===== src/rtl/bus_generator_arbiter.sv =====
// Round-robin single-master bus: pops one packet from a pending device FIFO and pushes it to the
// addressed device (or to all other devices on broadcast). One packet every 3 cycles; no backpressure.
module bus_generator_arbiter #(
  parameter int         DRVRS     = 4,
  parameter int         PCKG_SZ   = 16,
  parameter logic [7:0] BROADCAST = 8'hFF
) (
  input  logic                       clk,
  input  logic                       reset,
  input  logic [DRVRS-1:0]           pndng,
  input  logic [DRVRS*PCKG_SZ-1:0]   D_pop,
  output logic [DRVRS-1:0]           pop,
  output logic [DRVRS-1:0]           push,
  output logic [DRVRS*PCKG_SZ-1:0]   D_push
);

  localparam int IDW = (DRVRS > 1) ? $clog2(DRVRS) : 1;
  localparam logic [DRVRS-1:0] ONE = DRVRS'(1);

  typedef enum logic [1:0] {IDLE, GRANT, DELIVER} state_t;

  state_t             state, state_nxt;
  logic [DRVRS-1:0]   pop_nxt, push_nxt;
  logic [PCKG_SZ-1:0] bus, bus_nxt;
  logic [IDW-1:0]     src, src_nxt;
  logic [IDW-1:0]     last_grant, last_grant_nxt;
  logic [IDW-1:0]     sel, cand;
  logic               found;
  logic [7:0]         dest_id;

  function automatic logic [IDW-1:0] wrap(input int v);
    return IDW'(v % DRVRS);
  endfunction

  assign dest_id = bus[PCKG_SZ-1 -: 8];
  assign D_push  = {DRVRS{bus}};

  // Cyclic search starting just after the last granted device.
  always_comb begin
    sel   = last_grant;
    cand  = last_grant;
    found = 1'b0;
    for (int k = 1; k <= DRVRS; k++) begin
      cand = wrap(int'(last_grant) + k);
      if (!found && pndng[cand]) begin
        found = 1'b1;
        sel   = cand;
      end
    end
  end

  always_comb begin
    state_nxt      = state;
    pop_nxt        = '0;
    push_nxt       = '0;
    bus_nxt        = bus;
    src_nxt        = src;
    last_grant_nxt = last_grant;
    case (state)
      IDLE: begin
        if (found) begin
          pop_nxt        = ONE << sel;
          bus_nxt        = D_pop[sel*PCKG_SZ +: PCKG_SZ];
          src_nxt        = sel;
          last_grant_nxt = sel;
          state_nxt      = GRANT;
        end
      end
      GRANT: begin
        // Unknown destinations are silently dropped.
        if (dest_id == BROADCAST)
          push_nxt = ~(ONE << src);
        else if ({24'd0, dest_id} < 32'(DRVRS))
          push_nxt = ONE << dest_id;
        state_nxt = DELIVER;
      end
      DELIVER: state_nxt = IDLE;
      default: state_nxt = IDLE;
    endcase
  end

  always_ff @(posedge clk or posedge reset) begin
    if (reset) begin
      state      <= IDLE;
      pop        <= '0;
      push       <= '0;
      bus        <= '0;
      src        <= '0;
      last_grant <= IDW'(DRVRS - 1);
    end else begin
      state      <= state_nxt;
      pop        <= pop_nxt;
      push       <= push_nxt;
      bus        <= bus_nxt;
      src        <= src_nxt;
      last_grant <= last_grant_nxt;
    end
  end

endmodule


===== config.mk =====
export PLATFORM = sky130hd
export DESIGN_NAME = bus_generator_arbiter
export DESIGN_NICKNAME = d
export VERILOG_FILES = /design/src/rtl/bus_generator_arbiter.sv
export SDC_FILE = /design/constraint.sdc
export NUM_CORES = 1
export LEC_CHECK = 0
export CAP_MARGIN = 20
export CORE_ASPECT_RATIO = 1.75
export CORE_MARGIN = 2
export CORE_UTILIZATION = 39
export DETAILED_ROUTE_END_ITERATION = 10
export GPL_TIMING_DRIVEN = 0
export MAX_ROUTING_LAYER = met4
export PLACE_DENSITY = 0.84
export SLEW_MARGIN = 20
export SYNTH_ARGS = -nofsm -noshare
export SYNTH_HDL_FRONTEND = slang
export SYNTH_SLANG_ARGS = --single-unit

===== constraint.sdc =====
create_clock -name clk -period 4.7 [get_ports clk]
set_input_delay 0.47 -clock clk [delete_from_list [all_inputs] [get_ports clk]]
set_output_delay 0.47 -clock clk [all_outputs]
set_load 0.02 [all_outputs]

==> results.yml, run 1 <==
clock_network:
  clockBufferDepth: 2
  cts_resized: 0
  worstSkewPairLatency_ps: 290
  path_clk_slew_ps: 70
  post_cts_buffers: 0
  cts_made_buffers: 5
  cts_tree: "yes"
  cts_sinks: 30
  cts_hold_buffers: 0
  h-tree-depth: 2
  cts-root-buf: "clkbuf_8"
sta:
  hold_viol: 0
  max_freq_mhz: 480
  slew_violations: 0
  slew_headroom_pct: 58.0
  fin_worst_skew_ps: 4.54
  rsz0062_at_grt: "false"
  setup-tns-final_ps: 0
  tightest_slew_ps: 630
  setup_viol: 0
  fin_crit_sh_pct: 44.3
  fin_crit_ps: 2080
floorplanning:
  die_y_um: 102
  ios: 142
  die_w_um: 59.9
  dieArea_um2: 6090
  start_util_pct: 40.5
  core_um2: 5260
  rows: 35
drt:
  via_per_inst: 4.92
  drt_iter0_drc: 62
  vias: 2024
  drtAntennaViolNets: 0
  wl_per_cell_um: 15.5
  finalWirelength_mm: 6.37
  drc: 0
  firstDrtPassIters: 4
critical_path:
  startpoint_type: "register"
  worstPathRequired_ps: 4230
  criticalPathCategory: "reg -> out"
  crit_arrival_ps: 1610
  endpoint_kind: "output pin"
  crit_fanout: 11
finish:
  stdcell_count: 411
  layout_common_cells: "clkdlybuf4s50_1 (141), buf_4 (48), mux2i_1 (32), dfrtp_1 (28), nand2_1 (26)"
  final_common_cell: "clkdlybuf4s50_1"
  diodes: 0
  nNetsFinal: 425
  drive_above_1_share_pct: 24.2
  syn_to_final_growth_pct: 74.0
global_routing:
  grt_first_pass_wirelength_mm: 9.83
  grt_max_degree: 31
  grt_usage_pct: 21.8
  antenna_found_initial: 0
  overflow: 0
  grt_pass1_vias: 2077
synthesis:
  yosysSeqAreaShare_pct: 35.4
  ys_types: 28
  synth_cells: 207
  yosysWarnings: 0
  synth_seq_cells: 30
  synth_area_um2: 2130
  syn_area_per_cell_um2: 10.3
  syn_nets: 277
placement:
  gp_congestion: 0.793
  numPortBuffers: 141
  dp_hpwl_mm: 4.96
  dpl.cell_count: 403
pwr:
  power.leakage_nw: 1.66
  cellPowerDensity_nw_per_um2: 733
  vdd_drop_max_uv: 497
run_status:
  status: "complete, no violations"
flow_run:
  max_cap_violations: 0
hold_path:
  min_path_type: "reg -> reg"
==> state kept, by name, summed over array words and instances, names as in the netlist <==
name	cells
pop	4
push	4
last_grant	2
src	2
bus	16
state	2
==> layer usage <==
| layer | wire length (um) | global-route usage (%) | vias up |
|---|---|---|---|
| met2 | 3750 | 41.1 | 91 |
| met3 | 396 | 3.45 | 8 |
| met5 | 0 | - | - |
| met1 | 2120 | 21.6 | 951 |
| li1 | - | - | 974 |
| met4 | 99 | 7.35 | 0 |
==> power breakdown <==
part / leakage, nW / total [mW] / switching, mW / internal (mW)
registers: 0.376 / 0.518 / 0.142 / 0.376
clock network: 0.0472 / 0.224 / 0.106 / 0.118
logic: 1.23 / 1.98 / 0.918 / 1.06
total: 1.66 / 2.72 / 1.17 / 1.55
==> layout make-up <==
type | instances | area (um2)
Clock inverter | 2 | 12.5
Buffer | 58 | 467
Multi-Input combinational cell | 113 | 882
Timing Repair Buffer | 141 | 1410
Tap cell | 55 | 68.8
Fill cell | 400 | 1550
Sequential cell | 30 | 753
Clock buffer | 6 | 82.6
Inverter | 6 | 27.5
==> worst paths after layout <==
check / end / start / slack (ps) / cells after the start
max: D_push[41] / bus[9] / 2620 / 2
min: last_grant[1] / last_grant[1] / 500 / 2
max reg2reg: bus[6] / last_grant[0] / 2790 / 7
min reg2reg: last_grant[1] / last_grant[1] / 500 / 2
max in group asynchronous: src[0] / reset / 3700 / 2
min in group asynchronous: bus[1] / reset / 580 / 2
==> through the flow <==
stage / hold WS, ps / total power [mW] / util (%) / cell area, um2 / setup WS (ps)
2_1_floorplan: 467 / 1.74 / - / 2130 / 3000
3_3_place_gp: 481 / 2.47 / 68.7 / 3610 / 2440
3_5_place_dp: 483 / 2.51 / 68.7 / 3610 / 2370
4_1_cts: 498 / 2.74 / 70.5 / 3700 / 2640
5_1_grt: 508 / 2.87 / 70.5 / 3700 / 2570
6_report: 498 / 2.72 / 70.5 / 3700 / 2620
==> cell usage after synthesis (all sizes together) <==
cell,count,share of area (%)
a211o,1,0.41
a211oi,1,0.59
a21oi,6,1.4
and3,1,0.29
buf,56,22
clkbuf,2,0.35
dfrtp,28,33
dfstp,2,2.5
inv,6,1.3
mux2i,32,15
nand2,27,5.1
nand2b,5,1.5
nand3,2,0.47
nand4,1,0.29
nor2,12,2.1
nor3b,2,0.70
nor4,1,0.29
o2111ai,2,0.82
o21ai,3,0.70
o221ai,16,11
o31a,1,0.41
==> worst max-delay path, stage by stage, from the launching register on <==
cell and delay, ps:
dfrtp_1 560, buf_4 170, clkdlybuf4s50_1 600
==> logic make-up (layout without fill, tap and decap cells) <==
kind of cell / after synthesis / count (layout) / share of synthesized area (%)
AOI/OAI and AO/OA: 30 / 30 / 15.6
buffers and inverters: 64 / 213 / 23.2
and+or+nand+nor: 51 / 51 / 10.8
DFF: 30 / 30 / 35.4
muxes: 32 / 32 / 15.0
Note: power is estimated with default switching activity, not from simulation.
==> run 2, diff against run 1 <==
- CORE_UTILIZATION: 39 -> 33
- PLACE_DENSITY: 0.84 -> 0.75
- clock period: 4.7 -> 1.9 ns (I/O delays scaled with it)
==> results.yml, run 2 (same netlist as run 1, synthesis figures left out) <==
finish:
  regMostFlops: "bus"
  layout_common_cells: "clkdlybuf4s50_1 (141), buf_4 (50), dfrtp_1 (28), nand2_1 (26), mux2i_1 (22)"
  largest_reg_flops: 16
  nNetsFinal: 427
  diodes: 0
  syn_to_final_growth_pct: 78.7
  drive_above_1_share_pct: 27.1
  final_common_cell: "clkdlybuf4s50_1"
  largest_registers: "bus: 16 flops, pop: 4 flops, push: 4 flops"
global_routing:
  top_usage_layer: "met2"
  grt_util_met1_pct: 19.3
  grt_use_met3_pct: 2.44
  grt_pass1_vias: 1995
  grt_first_pass_wirelength_mm: 9.74
  antenna_found_initial: 0
  grt_max_degree: 31
  grtUsageMet2_pct: 35.3
  overflow: 0
  grt_usage_pct: 18.6
sta:
  hold_viol: 0
  setup_viol: 0
  fin_crit_sh_pct: 95.9
  rsz0062_at_grt: "true"
  fin_crit_ps: 1820
  tightest_slew_ps: 625
  slew_headroom_pct: 58.3
  slew_violations: 0
  fin_worst_skew_ps: 6.66
  finalWorstSetupSlack_ps: 78.8
  max_freq_mhz: 549
drt:
  wl_per_cell_um: 15.0
  finalWirelength_mm: 6.59
  vias: 2014
  drtAntennaViolNets: 0
  firstDrtPassIters: 4
  drc: 0
  drt_iter0_drc: 49
  via_per_inst: 4.60
critical_path:
  worstPathRequired_ps: 2060
  startpoint_type: "register"
  crit_arrival_ps: 1980
  r2r_slack_ps: 80
  crit_fanout: 10
  endpoint_kind: "register"
  criticalPathCategory: "reg -> reg"
pwr:
  vdd_drop_max_uv: 1030
  p_seq_share_pct: 18.9
  p_comb_share_pct: 73.3
  p_sw_mw: 2.92
  power.share.clock_pct: 7.9
  p_total_mw: 6.86
  power.leakage_nw: 1.65
  switching_share_pct: 42.6
  internal_power_mw: 3.94
  cellPowerDensity_nw_per_um2: 1800
flow_run:
  max_cap_violations: 0
clock_network:
  cts_hold_buffers: 0
  cts_sinks: 30
  clockBufferDepth: 2
  path_clk_slew_ps: 70
  cts_tree: "yes"
  cts-root-buf: "clkbuf_8"
  worstSkewPairLatency_ps: 290
  cts_made_buffers: 5
  h-tree-depth: 2
floorplanning:
  rows: 38
  dieArea_um2: 7140
  start_util_pct: 34.2
  die_y_um: 110
  ios: 142
  core_um2: 6230
  die_w_um: 64.7
hold_path:
  min_path_type: "in -> async"
run_status:
  status: "complete, no violations"
placement:
  dp_hpwl_mm: 5.18
  gp_congestion: 0.726
  numPortBuffers: 141
  pre_cts_slack_ps: -162
-- run 2: changes by cell type in the layout (fill, tap and decap cells not counted) --
cell / previous run / this run
buf_4: 48 / 50
clkinvlp_4: 1 / 0
mux2i_2: 0 / 8
mux2i_4: 0 / 2
clkbuf_4: 0 / 1
clkbuf_1: 2 / 3
mux2i_1: 32 / 22
buf_2: 2 / 1
-- run 2: cell type report --
cell class / count / area, um2
Tap cell: 80 / 100
Fill cell: 522 / 2420
Inverter: 6 / 27.5
Clock inverter: 1 / 5.00
Sequential cell: 30 / 753
Clock buffer: 7 / 86.3
Buffer: 58 / 469
Multi-Input combinational cell: 113 / 937
Timing Repair Buffer: 143 / 1430
-- run 2: power groups by stage --
| stage | Sequential (mW) | Clock, mW | Combinational [mW] |
|---|---|---|---|
| CTS | 1.30 | 0.538 | 4.97 |
| global route | 1.34 | 0.574 | 5.32 |
| detailed placement | 1.31 | 0 | 4.92 |
| global placement | 1.29 | 0 | 4.85 |
| finish | 1.29 | 0.540 | 5.02 |
| floorplan | 1.45 | 0 | 2.86 |
-- run 2: per-layer routing --
layer / vias up / wire [um]
li1: 980 / -
met1: 960 / 2290
met2: 66 / 3950
met3: 8 / 240
met4: 0 / 100
met5: - / 0
-- run 2: final timing paths --
check                                     end  cells past startpoint     startpoint
worst max-delay path                   bus[6]                      7  last_grant[0]
worst min-delay path                 state[0]                      2          reset
worst max register to register         bus[6]                      7  last_grant[0]
worst min register to register  last_grant[1]                      2  last_grant[1]
max in group asynchronous             bus[14]                      2          reset
min in group clk                last_grant[1]                      2  last_grant[1]
-- run 2: critical path, cell delays in order, from the launching register on --
cell      delay, ps
dfstp_2         550
nand2b_1        130
a21oi_1          80
a211oi_2        240
buf_6           170
buf_12          160
mux2i_2         250
o221ai_2        120
-- run 2: timing repair --
action,in CTS,in global routing
buffers inserted,2,0
resized for setup,0,13
endpoints found under the setup margin,8,12
gates cloned,0,0
pin swaps,0,1
-- run 2: per-stage QoR --
step / TNS, ps / cell area, um2 / hold WS, ps / cells / utilization [%]
floorplan: 0 / 2130 / 279 / 207 / -
finish: 0 / 3800 / 302 / 438 / 61.1
CTS: 0 / 3750 / 328 / 438 / 60.2
global route: -24.7 / 3800 / 364 / 438 / 61.1
global placement: -1430 / 3640 / 479 / 428 / 58.5
detailed placement: -1910 / 3640 / 488 / 428 / 58.5
==> run 3, diff against run 2 <==
- PLACE_DENSITY: 0.75 -> 0.84
==> results.yml, run 3 (same netlist as run 1, synthesis figures left out) <==
floorplanning:
  core_um2: 6230
  dieArea_um2: 7140
  start_util_pct: 34.2
  die_w_um: 64.7
  ios: 142
  rows: 38
  die_y_um: 110
finish:
  layout_common_cells: "clkdlybuf4s50_1 (141), buf_4 (49), dfrtp_1 (28), nand2_1 (26), mux2i_1 (25)"
  regMostFlops: "bus"
  multi_input_area_um2: 917
  largest_registers: "bus: 16 flops, pop: 4 flops, push: 4 flops"
  register_area_um2: 753
  largest_reg_flops: 16
  drive_above_1_share_pct: 26.3
  n_fill_cell: 532
  syn_to_final_growth_pct: 78.2
  final_common_cell: "clkdlybuf4s50_1"
  stdcell_count: 438
  nNetsFinal: 427
  diodes: 0
global_routing:
  grt_usage_pct: 18.3
  antenna_found_initial: 0
  grt_first_pass_wirelength_mm: 9.99
  grt_max_degree: 31
  overflow: 0
  grt_pass1_vias: 2106
sta:
  fin_crit_sh_pct: 94.5
  max_freq_mhz: 557
  slew_headroom_pct: 57.6
  fin_worst_skew_ps: 8.15
  tightest_slew_ps: 636
  hold_viol: 0
  setup-tns-final_ps: 0
  fin_crit_ps: 1800
  rsz0062_at_grt: "true"
  slew_violations: 0
  finalWorstSetupSlack_ps: 104
  setup_viol: 0
drt:
  vias: 2024
  finalWirelength_mm: 6.52
  wl_per_cell_um: 14.9
  drtAntennaViolNets: 0
  firstDrtPassIters: 4
  drt_iter0_drc: 55
  via_per_inst: 4.62
  drc: 0
critical_path:
  crit_start: "last_grant[0]"
  criticalPathCategory: "reg -> reg"
  r2r_cells: 7
  crit_arrival_ps: 1940
  crit_fanout: 10
  timing.rr.start: "last_grant[0]"
  startpoint_type: "register"
  endpoint_kind: "register"
  worstPathRequired_ps: 2050
clock_network:
  cts_tree: "yes"
  worstSkewPairLatency_ps: 280
  h-tree-depth: 2
  cts-root-buf: "clkbuf_8"
  path_clk_slew_ps: 70
  cts_made_buffers: 5
  clockBufferDepth: 2
  cts_sinks: 30
pwr:
  internal_power_mw: 3.94
  power.leakage_nw: 1.66
  p_seq_share_pct: 18.9
  cellPowerDensity_nw_per_um2: 1800
  p_comb_share_pct: 73.4
  vdd_drop_max_uv: 1030
  p_sw_mw: 2.90
  switching_share_pct: 42.4
  power.share.clock_pct: 7.8
placement:
  numPortBuffers: 141
  pre_cts_slack_ps: -189
  dpl.cell_count: 428
  gp_congestion: 0.751
  dp_hpwl_mm: 5.20
hold_path:
  min_path_type: "in -> async"
flow_run:
  max_cap_violations: 0
run_status:
  status: "complete, no violations"
==> run 3: through the flow <==
step	util (%)	hold slack, ps	instance area (um2)	power (mW)
after CTS	60.4	337	3760	6.84
after detailed placement	58.5	505	3640	6.23
final	60.9	314	3790	6.84
after global routing	60.9	374	3790	7.21
after global placement	58.5	474	3640	6.12
after floorplan	-	279	2130	4.31
==> run 3: layer usage <==
metal	global-route usage (%)	vias up	share of wire [%]
met5	-	-	0
met3	2.23	8	4.6
met4	4.71	0	1.7
met2	35.6	72	59
met1	19.2	963	34
li1	-	981	-
==> run 3: what timing repair did <==
| item | in CTS | in global routing |
|---|---|---|
| hold buffers | 0 | 0 |
| buffers inserted | 2 | 0 |
| pin swaps | 0 | 1 |
| endpoints found under the setup margin | 1 | 12 |
| gates resized for setup | 1 | 7 |
| cloned | 0 | 0 |
==> run 3: cell type report <==
type / count / share of cell area, %
tap: 80 / 2.64
multi-input combinational: 113 / 24.2
clock inverter: 1 / 0.132
inverter: 6 / 0.725
sequential: 30 / 19.8
timing repair buffer: 143 / 37.9
clock buffer: 7 / 2.27
buffer: 58 / 12.3
==> run 3: worst max-delay path, stage by stage, from the launching register on <==
cell,delay (ps)
dfstp_2,540
nand2b_1,110
a21oi_1,70
a211oi_2,240
buf_6,190
buf_12,160
mux2i_4,240
o221ai_2,110
==> run 3: power by group through the flow <==
| stage | sequential, mW | clock, mW | combinational, mW |
|---|---|---|---|
| 6_report | 1.29 | 0.531 | 5.01 |
| 5_1_grt | 1.34 | 0.557 | 5.32 |
| 3_3_place_gp | 1.28 | 0 | 4.84 |
| 4_1_cts | 1.29 | 0.528 | 5.02 |
| 2_1_floorplan | 1.45 | 0 | 2.86 |
| 3_5_place_dp | 1.30 | 0 | 4.93 |
==> run 3: path summary, 6_finish.rpt <==
path / end / slack (ps)
worst min-delay path: bus[3] / 310
max in group asynchronous: push[2] / 1170
min in group clk: last_grant[1] / 510
worst max-delay path: bus[8] / 100
worst min register to register: last_grant[1] / 510
worst max register to register: bus[8] / 100
==> RTL edit, RTL diff (settings of run 1) <==
Make the reset (`reset`) synchronous in one clocked block.
--- a/src/rtl/bus_generator_arbiter.sv
+++ b/src/rtl/bus_generator_arbiter.sv
@@ -79,7 +79,7 @@
     endcase
   end
 
-  always_ff @(posedge clk or posedge reset) begin
+  always_ff @(posedge clk) begin
     if (reset) begin
       state      <= IDLE;
       pop        <= '0;
Behaviour: differs if reset is asserted again (counterexample within 4 cycles, from zero or initial values and one cycle with reset high); with reset held inactive, the same outputs for 4 cycles.
==> RTL edit against run 1 <==
- critical path depth rose by 5
- final area is 0.71% higher
- highest routed layer unchanged
- worst setup slack got worse by 0.047 ns
- synthesized area up 1.2%
- sequential cell count unchanged
- routed wire length is 9.1% higher
- final cell count rose by 14%
- synthesized cell count increased by 20%
- global-route usage is 1.6 points higher
- critical endpoint is now bus[8]
- critical path type is now in2reg
Power is not compared: it rests on default switching activity, and its combinational part moved more than twofold at a synthesized area within 25%.
==> RTL edit: results (changes against run 1) <==
* CTS root buf: clkbuf_8 (unchanged)
* Seq/Total Area, Yosys at 27.9% (was 35.4%)
* Avg Cell Area, Syn at 8.65 um^2 (was 10.3 um^2)
* Most frequent cells after synthesis: 49 x buf_4, 30 x dfxtp_1, 24 x nand2_1, 20 x mux2i_1, 18 x nor2_1 (was 48 x buf_4, 32 x mux2i_1, 28 x dfrtp_1, 26 x nand2_1, 16 x o221ai_2)
* Synth async-reset ratio at 0% (was 100%)
* DR iter-0 viols at 58 (was 62)
* Crit path max fanout at 10 (was 11)
* First-pass GRT wire length at 10.6 mm (was 9.83 mm)
* Largest net degree at the start of global routing at 11 (was 31)
* R2r endpoint: bus[8] (was bus[6])
* Hold Crit Start: src[1] (was last_grant[1])
* WL final at 6.95 mm (was 6.37 mm)
* Min-Delay Endpoint: src[1] (was last_grant[1])
* Reg-to-reg slack, setup at 2.84 ns (was 2.79 ns)
* Library cells used by synthesis at 39 (was 28)
* GRT Total Usage at 23.4% (was 21.8%)
* Placed Area at 3650 um^2 (was 3610 um^2)
* Vias in the first global route at 2,239 (was 2,077)
* Fmax at 0.470 GHz (was 0.480 GHz)
* Hold WS at 0.487 ns (was 0.498 ns)
* Layout cells sized above 1 at 21.5% (was 24.2%)
* Dominant synthesized flop cell: dfxtp_1 (was dfrtp_1)
* R2R Path Start: last_grant[1] (was last_grant[0])
* Avg Vias per Cell at 4.94 (was 4.92)
* Outcome: finished clean (unchanged)
* Non-filler cells, final at 469 (was 411)
* VDD IR max at 0.000205 V
* Slew HR at 66.2% (was 58.0%)
* H-Tree Depth at 2 (unchanged)
* IO Port Bufs at 140 (was 141)
* Worst slack, placed at 2.30 ns (was 2.37 ns)
* # placed instances at 463 (was 403)
* Ranking of synthesized cells by area: dfxtp_1 28%, buf_4 17%, mux2i_1 9.3% (was dfrtp_1 33%, buf_4 17%, mux2i_1 15%)
* Post-CTS sizing at 0 (unchanged)
* Post-synthesis net count at 319 (was 277)
* Clock Skew at 0.0103 ns (was 0.00454 ns)
* Routability-driven placement congestion ratio at 0.844 (was 0.793)
* DP Wirelength at 5.60 mm (was 4.96 mm)
* CP arrival at 2.29 ns (was 1.61 ns)
-- RTL edit: logic make-up (layout without fill, tap and decap cells) --
kind of cell	after synthesis	count (layout)	synth area share, %
compound gates	54	54	20.7
buf+inv	67	213	22.6
flops	30	30	27.9
simple gates	78	78	19.5
mux	20	20	9.29
-- RTL edit: routing by layer --
layer / track usage, % / vias up / part of all wire, %
met3: 4.05 / 12 / 5.9
met5: - / - / 0
met1: 23.5 / 1078 / 36
met4: 9.91 / 0 / 2.8
li1: - / 1130 / -
met2: 42.8 / 96 / 55
-- RTL edit: how the worst max path moves through the flow --
stage	startpoint	endpoint	depth (start not counted)
CTS	pndng[2]	src[0]	7
global placement	pndng[2]	src[0]	7
detailed placement	pndng[2]	src[0]	7
floorplan	pndng[1]	bus[11]	7
global route	pndng[2]	last_grant[0]	7
finish	pndng[3]	bus[8]	7
-- RTL edit: cell type report --
cell class              instances  area, um^2
inverters                       3        11.3
flip-flops and latches         30         601
multi-input cells             152        1070
plain buffers                  64         477
well taps                      74        92.6
fillers                       425        1570
repair buffers                140        1400
clock buffers                   6        82.6
-- RTL edit: report_power, final --
part / switching [mW] / total (mW) / internal (mW)
logic: 0.321 / 0.721 / 0.400
registers: 0.0495 / 0.341 / 0.292
clock network: 0.0952 / 0.208 / 0.113
total: 0.465 / 1.27 / 0.804
-- RTL edit: critical path, cell delays in order --
cell and delay [ns]:
clkdlybuf4s50_1 0.52, mux2i_1 0.31, nor2_2 0.13, nor3_4 0.26, buf_6 0.22, mux2i_1 0.29
o211ai_2 0.09
